==> src/rtl/rxuart.sv <==
// Asynchronous 8N1 serial receiver: synchronises the line, checks the start bit,
// samples eight LSB-first data bits mid-bit and presents bytes on a valid/ready register.
module rxuart #(
  parameter int unsigned CLOCKS_PER_BAUD = 104
) (
  input  logic       i_clk,
  input  logic       i_reset_n,
  input  logic       i_uart_rx,
  input  logic       i_ready,
  output logic [7:0] o_data,
  output logic       o_valid,
  output logic       o_busy,
  output logic       o_frame_err,
  output logic       o_overrun
);

  localparam int unsigned CW   = $clog2(CLOCKS_PER_BAUD);
  localparam int unsigned HALF = CLOCKS_PER_BAUD / 2;

  localparam logic [CW-1:0] CNT_HALF = CW'(HALF - 1);
  localparam logic [CW-1:0] CNT_BAUD = CW'(CLOCKS_PER_BAUD - 1);
  localparam logic [CW-1:0] CNT_ONE  = CW'(1);

  typedef enum logic [2:0] {
    S_IDLE,
    S_START,
    S_DATA,
    S_STOP,
    S_WAIT_HIGH
  } state_t;

  // Two-flop synchroniser; both stages idle high so reset never looks like a start bit.
  logic sync1_q;
  logic rx_s_q;

  state_t        state_q,     state_d;
  logic [CW-1:0] cnt_q,       cnt_d;
  logic [2:0]    bit_idx_q,   bit_idx_d;
  logic [7:0]    shift_q,     shift_d;
  logic [7:0]    data_q,      data_d;
  logic          valid_q,     valid_d;
  logic          frame_err_q, frame_err_d;
  logic          overrun_q,   overrun_d;

  logic cnt_zero;
  logic deliver;

  assign cnt_zero = (cnt_q == '0);

  // NOTE: reset is synchronous (only i_clk in the sensitivity list), and every
  // sequential assignment is non-blocking so all flops update together.
  always_ff @(posedge i_clk) begin
    if (!i_reset_n) begin
      sync1_q <= 1'b1;
      rx_s_q  <= 1'b1;
    end else begin
      sync1_q <= i_uart_rx;
      rx_s_q  <= sync1_q;
    end
  end

  always_ff @(posedge i_clk) begin
    if (!i_reset_n) begin
      state_q     <= S_IDLE;
      cnt_q       <= '0;
      bit_idx_q   <= '0;
      shift_q     <= '0;
      data_q      <= '0;
      valid_q     <= 1'b0;
      frame_err_q <= 1'b0;
      overrun_q   <= 1'b0;
    end else begin
      state_q     <= state_d;
      cnt_q       <= cnt_d;
      bit_idx_q   <= bit_idx_d;
      shift_q     <= shift_d;
      data_q      <= data_d;
      valid_q     <= valid_d;
      frame_err_q <= frame_err_d;
      overrun_q   <= overrun_d;
    end
  end

  // NOTE: every signal written here gets a default first, so no path leaves
  // one unassigned and no latch is inferred.
  always_comb begin
    state_d     = state_q;
    cnt_d       = cnt_q;
    bit_idx_d   = bit_idx_q;
    shift_d     = shift_q;
    data_d      = data_q;
    valid_d     = valid_q;
    frame_err_d = 1'b0;
    overrun_d   = 1'b0;
    deliver     = 1'b0;

    if (valid_q && i_ready) begin
      valid_d = 1'b0;
    end

    unique case (state_q)
      S_IDLE: begin
        if (!rx_s_q) begin
          state_d = S_START;
          cnt_d   = CNT_HALF;
        end
      end

      S_START: begin
        if (cnt_zero) begin
          if (!rx_s_q) begin
            state_d   = S_DATA;
            cnt_d     = CNT_BAUD;
            bit_idx_d = '0;
          end else begin
            state_d = S_IDLE;
          end
        end else begin
          cnt_d = cnt_q - CNT_ONE;
        end
      end

      S_DATA: begin
        if (cnt_zero) begin
          // Shift right so the first bit received ends up at the LSB.
          shift_d   = {rx_s_q, shift_q[7:1]};
          cnt_d     = CNT_BAUD;
          bit_idx_d = bit_idx_q + 3'd1;
          if (bit_idx_q == 3'd7) begin
            state_d = S_STOP;
          end
        end else begin
          cnt_d = cnt_q - CNT_ONE;
        end
      end

      S_STOP: begin
        if (cnt_zero) begin
          if (rx_s_q) begin
            deliver = 1'b1;
            state_d = S_IDLE;
          end else begin
            frame_err_d = 1'b1;
            state_d     = S_WAIT_HIGH;
          end
        end else begin
          cnt_d = cnt_q - CNT_ONE;
        end
      end

      S_WAIT_HIGH: begin
        // Hold off until a break condition ends so it cannot look like a new start bit.
        if (rx_s_q) begin
          state_d = S_IDLE;
        end
      end

      default: begin
        state_d = S_IDLE;
      end
    endcase

    // A same-cycle accept frees the holding register for the new byte.
    if (deliver) begin
      if (!valid_q || i_ready) begin
        data_d  = shift_q;
        valid_d = 1'b1;
      end else begin
        overrun_d = 1'b1;
      end
    end
  end

  assign o_data      = data_q;
  assign o_valid     = valid_q;
  assign o_busy      = (state_q != S_IDLE);
  assign o_frame_err = frame_err_q;
  assign o_overrun   = overrun_q;

endmodule

==> config.mk <==
export PLATFORM = sky130hd
export DESIGN_NAME = rxuart
export DESIGN_NICKNAME = d
export VERILOG_FILES = /design/src/rtl/rxuart.sv
export SDC_FILE = /design/constraint.sdc
export NUM_CORES = 1
export LEC_CHECK = 0
export CAP_MARGIN = 40
export CORE_ASPECT_RATIO = 1.1
export CORE_MARGIN = 2
export CORE_UTILIZATION = 30
export CTS_CLUSTER_SIZE = 16
export DETAILED_ROUTE_END_ITERATION = 7
export SYNTH_ARGS = -nofsm -noshare
export SYNTH_HDL_FRONTEND = slang
export SYNTH_SLANG_ARGS = --single-unit
==> constraint.sdc <==
create_clock -name i_clk -period 3.7 [get_ports i_clk]
set_input_delay 0.74 -clock i_clk [delete_from_list [all_inputs] [get_ports i_clk]]
set_output_delay 0.74 -clock i_clk [all_outputs]
set_load 0.05 [all_outputs]
==> impl_metrics.toml, run 1 <==
[clocking]
clk_latency_ps = 280
post_cts_buffers = 0
htreeDepth = 2
tritoncts.num_buffers = 5
cts-root-buf = "clkbuf_8"
clk_pin_slew_ps = 70
clock-sinks = 34
cts_resized = 0
clk_path_buf_depth = 2
cts_hold_buffers = 0
tritoncts = "yes"

[grt]
grt_pass1_vias = 1173
antenna_found_initial = 0
grt.overflow.total = 0
grt_max_degree = 25
grt_pass1_wl_um = 5550
track_usage = 0.119

[cells_and_area]
fin_nets = 187
seqCellArea_um2 = 681
diodes = 0
utilization = 0.371
fin_area_mm2 = 0.00188
areaGrowthSynthToFinish_pct = 17.6
fill_cells = 519
drive_above_1_share = 0.0838
multi_input_area_um2 = 840

[critical_path]
cp-start-kind = "flip-flop"
worst-path-max-fanout = 17
rrSetupSlack_ps = 1260
worstSetupEndpointType = "primary output"
required_ps = 2960
rr_worst_depth = 6
path_class = "reg -> out"
r2r_end = "o_data[1]"
reg2reg_from = "cnt_q[0]"
arrival_ps = 2120

[yosys]
ys_types = 46
synth.area.top_cells = "dfxtp_1 (43%), mux2i_1 (11%), nor2_1 (5.4%), ha_1 (3.1%), nor4b_4 (3.0%)"
synth-warning-count = 0
syn_nets = 176
synthCells = 168
syn_area_per_cell_um2 = 9.50
synth_top_cell_by_area = "dfxtp_1"
synth_common_cells = "dfxtp_1 (34), nor2_1 (23), mux2i_1 (17), clkbuf_1 (8), nand2_1 (8)"
ys_seq_elements = 34
yosysMostFrequentCell = "dfxtp_1"
syn-cell-area_mm2 = 0.00160
synth_enable_flop_cells = 0
yosysSeqAreaShare = 0.426
netlist.area_leader.share = 0.426
ys_async_sr_fraction = 0
synthFlopType = "dfxtp_1"

[detailed_routing]
post-route-drc-count = 0
post_drt_wl_per_cell_um = 13.4
drt_iter0_markers = 64
drt-total-wl_um = 3180
drtAntennaViolNets = 0
vias = 1242
dr.pass1.iters = 4
viasPerCell = 5.24

[place]
numPortBuffers = 15
place_congestion = 0.800
dpl_cell_area_mm2 = 0.00177
place_hpwl_um = 2220

[sta]
rsz0062_at_grt = "no"
fin_crit_ps = 2860
worst_slew_margin_rel = 0.503
max_freq_ghz = 0.350
finalSetupViolCount = 0
finClkSkew_ps = 3.82
maxSlewViolCount = 0
holdWs_ps = 406
hold_viol = 0
finalSetupTns_ps = 0
post-route-period-util = 0.773
worstMarginPinSlew_ps = 745

[min_path]
holdPathEnd = "rx_s_q"
hold_depth = 1
hold_class = "reg -> reg"
hp-start = "sync1_q"

[floorplanning]
core_area_mm2 = 0.00507
initial_core_util = 0.315
rows = 27
pin_count = 16
die_w_um = 73.6
die_height_um = 80.5
fp.dieArea_mm2 = 0.00592

[power_and_ir_drop]
power.density_mw_per_mm2 = 450
cellLeakagePower_nw = 0.677
peakVddDrop_mv = 0.217

[status]
status = "finished, final reports clean"

[job]
cap_violations = 0
flip-flops by register name (all words and copies together) (netlist names):
register	flops
bit_idx_q	3
o_frame_err	1
rx_s_q	1
o_data	8
o_valid	1
state_q	3
cnt_q	7
sync1_q	1
shift_q	8
o_overrun	1
worst max path at each step:
stage / cells after the start / slack (ps) / end / startpoint
3_5_place_dp: 3 / 1170 / o_busy / state_q[0]
2_1_floorplan: 3 / 1780 / o_busy / state_q[0]
5_1_grt: 3 / 750 / o_busy / state_q[0]
6_report: 3 / 840 / o_busy / state_q[0]
3_3_place_gp: 3 / 1190 / o_busy / state_q[0]
4_1_cts: 3 / 860 / o_busy / state_q[0]
per-stage QoR:
stage / power (W) / cells / setup WS [ps]
3_5_place_dp: 0.000507 / 230 / 1170
2_1_floorplan: 0.000486 / 168 / 1780
3_3_place_gp: 0.000508 / 230 / 1190
4_1_cts: 0.000854 / 237 / 860
6_report: 0.000844 / 237 / 840
5_1_grt: 0.000880 / 237 / 749
critical path, stage by stage (launching register included):
cell	delay, ps
dfxtp_1	630
nor2_1	270
nand2_1	130
clkdlybuf4s50_1	800
cells in the final DEF, fill, tap and decap left out, types with 2 or more instances in the layout:
cell | Yosys | layout
dfxtp_1 | 34 | 34
inv_1 | 6 | 6
o221a_2 | 2 | 2
ha_1 | 4 | 4
or3_1 | 2 | 2
a22oi_1 | 2 | 2
mux2i_1 | 17 | 17
clkbuf_8 | 0 | 6
o311a_1 | 2 | 2
a211oi_1 | 2 | 2
nand3_1 | 5 | 5
o211ai_1 | 2 | 2
a21oi_1 | 6 | 6
nor4b_4 | 2 | 2
nand2_1 | 8 | 8
nand2b_1 | 3 | 3
nand4_1 | 3 | 3
o211a_1 | 3 | 3
nor3_1 | 2 | 2
o21ai_0 | 4 | 4
clkdlybuf4s50_1 | 0 | 15
o31ai_1 | 2 | 2
nor2_1 | 23 | 23
nor3b_1 | 3 | 3
metal layers:
layer,GRT usage,vias to the layer above,share of wire
li1,-,638,-
met1,0.152,583,0.47
met2,0.192,15,0.49
met3,0.0301,6,0.028
met4,0.0418,0,0.014
met5,0,-,0
power breakdown:
group / switching, W / internal (W)
registers: 0.0000151 / 0.000375
logic: 0.0000682 / 0.0000409
clock network: 0.000130 / 0.000215
total: 0.000213 / 0.000632
area by class of cell:
cell class                      instances  share of cell area
Tap cell                               58              0.0386
Inverter                                6              0.0120
Multi-Input combinational cell        117               0.447
Timing Repair Buffer                   15              0.0799
Sequential cell                        34               0.362
Clock inverter                          1              0.0160
Clock buffer                            6              0.0440
cells by family after synthesis:
| kind of cell | Yosys count | share of synthesized area |
|---|---|---|
| flops | 34 | 0.426 |
| mux | 17 | 0.107 |
| compound gates | 34 | 0.159 |
| fa+ha+maj | 4 | 0.0313 |
| buf+inv | 17 | 0.0478 |
| simple gates | 62 | 0.229 |
Note: power is estimated with default switching activity, not from simulation.
==> run 2, diff against run 1 <==
Clock period 3.7 ns to 2.8 ns, I/O delays scaled along.
==> impl_metrics.toml, run 2 (same netlist as run 1, synthesis figures left out) <==
[floorplanning]
fp.dieArea_mm2 = 0.00592
rows = 27
die_w_um = 73.6
core_area_mm2 = 0.00507
die_height_um = 80.5
initial_core_util = 0.315
pin_count = 16

[cells_and_area]
diodes = 0
drive_above_1_share = 0.108
layout_commonest_cell = "dfxtp_1"
utilization = 0.374
areaGrowthSynthToFinish_pct = 18.7
fin_area_mm2 = 0.00189
mostFrequentLayoutCells = "dfxtp_1 (34), nor2_1 (23), mux2i_1 (17)"
fin_nets = 192

[power_and_ir_drop]
power.density_mw_per_mm2 = 551
peakVddDrop_mv = 0.289
power_w = 0.00104
cellLeakagePower_nw = 0.693

[critical_path]
rr_worst_depth = 6
cp-start-kind = "flip-flop"
arrival_ps = 1900
required_ps = 2240
path_class = "reg -> out"
worstSetupEndpointType = "primary output"
worst-path-max-fanout = 15

[grt]
grt_max_degree = 25
grt.overflow.total = 0
antenna_found_initial = 0
track_usage = 0.125
grt_pass1_vias = 1197
grt_pass1_wl_um = 5660

[sta]
finalSetupViolCount = 0
max_freq_ghz = 0.407
post-route-period-util = 0.877
finalSetupTns_ps = 0
fin_crit_ps = 2460
worst_slew_margin_rel = 0.515
holdWs_ps = 409
hold_viol = 0
rsz0062_at_grt = "no"
maxSlewViolCount = 0
finClkSkew_ps = 3.83
worstMarginPinSlew_ps = 727

[detailed_routing]
drtAntennaViolNets = 0
drt-total-wl_um = 3310
post-route-drc-count = 0
dr.pass1.iters = 4
wl_met2_um = 1560
met1_length_um = 1620
top_layer_used = "met4"
drt_iter0_markers = 44
post_drt_wl_per_cell_um = 13.6
viasPerCell = 5.14
dr_wl_met3_um = 107
vias = 1248

[clocking]
cts-root-buf = "clkbuf_8"
cts_resized = 0
tritoncts = "yes"
htreeDepth = 2
clk_latency_ps = 280
clock-sinks = 34
cts_hold_buffers = 0
post_cts_buffers = 0
clk_path_buf_depth = 2
clk_pin_slew_ps = 70
tritoncts.num_buffers = 5

[min_path]
hold_class = "reg -> reg"
hold_depth = 1

[place]
numPortBuffers = 15
place_congestion = 0.773
place_hpwl_um = 2240
dpl_cell_area_mm2 = 0.00180

[status]
status = "finished, final reports clean"

[job]
cap_violations = 0
run 2: cell count changes in the layout (fill, tap and decap cells not counted), sizes merged:
| cell | delta |
|---|---|
| buf | +5 |
| bufinv | -1 |
| clkbuf | +1 |
| clkinv | +1 |
run 2: final timing paths:
| path | start | to | slack (ps) |
|---|---|---|---|
| worst min-delay path | sync1_q | rx_s_q | 410 |
| worst max register to register | cnt_q[0] | shift_q[6] | 660 |
| worst max-delay path | state_q[1] | o_busy | 340 |
| worst min register to register | sync1_q | rx_s_q | 410 |
run 2: report_power, final:
part | switching [W] | total (W) | internal (W) | leakage [nW]
Clock | 0.000178 | 0.000376 | 0.000198 | 0.0482
Sequential | 0.0000178 | 0.000513 | 0.000496 | 0.275
Combinational | 0.0000935 | 0.000153 | 0.0000597 | 0.369
run 2: final cells by class:
class	instances	area, µm²
Clock inverter	1	5.00
Clock buffer	7	86.3
Tap cell	58	72.6
Timing Repair Buffer	20	188
Inverter	6	22.5
Sequential cell	34	681
Multi-Input combinational cell	117	840
Fill cell	517	3170
run 2: layer usage:
layer,global-route usage,up-vias
met1,0.156,583
met3,0.0489,2
met4,0.0491,0
met5,0,-
li1,-,648
met2,0.191,15
run 2: worst max-delay path, cell delays in order (launching register included):
cell and delay, ps:
dfxtp_1 620, nor2_1 110, nand2_1 90, clkdlybuf4s50_1 790
run 2: stage by stage:
| step | std cells | setup WS (ps) |
|---|---|---|
| floorplan | 168 | 902 |
| global placement | 235 | 669 |
| detailed placement | 235 | 658 |
| CTS | 243 | 329 |
| global route | 243 | 248 |
| finish | 243 | 343 |
==> run 3, diff against run 2 <==
Settings changed: CAP_MARGIN 40 to not set, CORE_UTILIZATION 30 to 55, PLACE_DENSITY set to 0.77.
==> impl_metrics.toml, run 3 (same netlist as run 1, synthesis figures left out) <==
[sta]
finalSetupViolCount = 0
worst_slew_margin_rel = 0.552
hold_viol = 0
maxSlewViolCount = 0
rsz0062_at_grt = "no"
post-route-period-util = 0.921
finalSetupTns_ps = 0
finClkSkew_ps = 8.73
worstMarginPinSlew_ps = 671
fin_crit_ps = 2580
max_freq_ghz = 0.388

[power_and_ir_drop]
peakVddDrop_mv = 0.371
cellLeakagePower_nw = 0.676
power.density_mw_per_mm2 = 523
power_w = 0.000955

[clocking]
clk_pin_slew_ps = 110
clock-sinks = 34
tritoncts = "yes"
cts_resized = 0
cts_hold_buffers = 0
htreeDepth = 2
post_cts_buffers = 0
clk_latency_ps = 340
clk_path_buf_depth = 2
tritoncts.num_buffers = 5
cts-root-buf = "clkbuf_4"

[grt]
antenna_found_initial = 0
track_usage = 0.223
grt_pass1_vias = 1222
grt_pass1_wl_um = 5730
grt.overflow.total = 0
grt_max_degree = 25

[floorplanning]
die_height_um = 60.5
rows = 20
pin_count = 16
die_w_um = 55.4
initial_core_util = 0.575
fp.dieArea_mm2 = 0.00335
core_area_mm2 = 0.00278

[critical_path]
path_class = "reg -> out"
arrival_ps = 2020
worst-path-max-fanout = 10
cp-start-kind = "flip-flop"
crit_path_max_incr_delay_ps = 720
cpMaxStageDelayCell = "clkdlybuf4s50_1"
critPathBufInv = 1
worstSetupEndpointType = "primary output"
cp_cell_sequence = "nor2_1, nand2_1, clkdlybuf4s50_1"
required_ps = 2240
cp_top_family = "buffers and inverters"

[detailed_routing]
post-route-drc-count = 0
viasPerCell = 5.93
vias = 1287
post_drt_wl_per_cell_um = 15.1
dr.pass1.iters = 4
drtAntennaViolNets = 0
drt_iter0_markers = 36
drt-total-wl_um = 3270

[min_path]
hold_class = "reg -> reg"

[place]
dpl.cell_count = 209
place_congestion = 0.822
place_hpwl_um = 2340
numPortBuffers = 15

[cells_and_area]
mostFrequentLayoutCells = "dfxtp_1 (34), nor2_1 (23), mux2i_1 (17)"
drive_above_1_share = 0.103
diodes = 0
fin_nets = 191
areaGrowthSynthToFinish_pct = 14.3
layout_commonest_cell = "dfxtp_1"
finalNonFillerCells = 217

[job]
cap_violations = 0

[status]
status = "finished, final reports clean"
run 3: layout make-up:
| type | instances | area (µm²) |
|---|---|---|
| fill | 227 | 953 |
| multi-input combinational | 117 | 840 |
| sequential | 34 | 681 |
| timing repair buffer | 19 | 180 |
| clock buffer | 7 | 55.1 |
| tap | 33 | 41.3 |
| inverter | 6 | 22.5 |
| clock inverter | 1 | 5.00 |
run 3: per-layer routing:
layer | global-route usage | routed length, µm
met1 | 0.252 | 1450
met2 | 0.391 | 1610
met3 | 0.0661 | 110
met4 | 0.111 | 102
met5 | 0 | 0
run 3: worst paths after layout:
path                   start   endpoint  slack, ps  cells past startpoint
setup reg to reg    cnt_q[0]  o_data[3]        620                      7
hold reg to reg      sync1_q     rx_s_q        420                      1
hold / removal       sync1_q     rx_s_q        420                      1
setup / recovery  state_q[0]     o_busy        220                      3
run 3: report_power, final:
group          total (W)  switching, W  internal, W
registers       0.000513     0.0000177     0.000496
logic           0.000151     0.0000948    0.0000563
clock network   0.000290      0.000169     0.000122
run 3: per-stage QoR:
step                utilization  worst slack (ps)  cell area (µm²)  hold slack (ps)
CTS                       0.657               248             1820              426
global route              0.657               105             1820              450
detailed placement        0.635               616             1760              396
finish                    0.657               222             1820              421
global placement          0.635               665             1760              392
floorplan                     -               902             1600              386
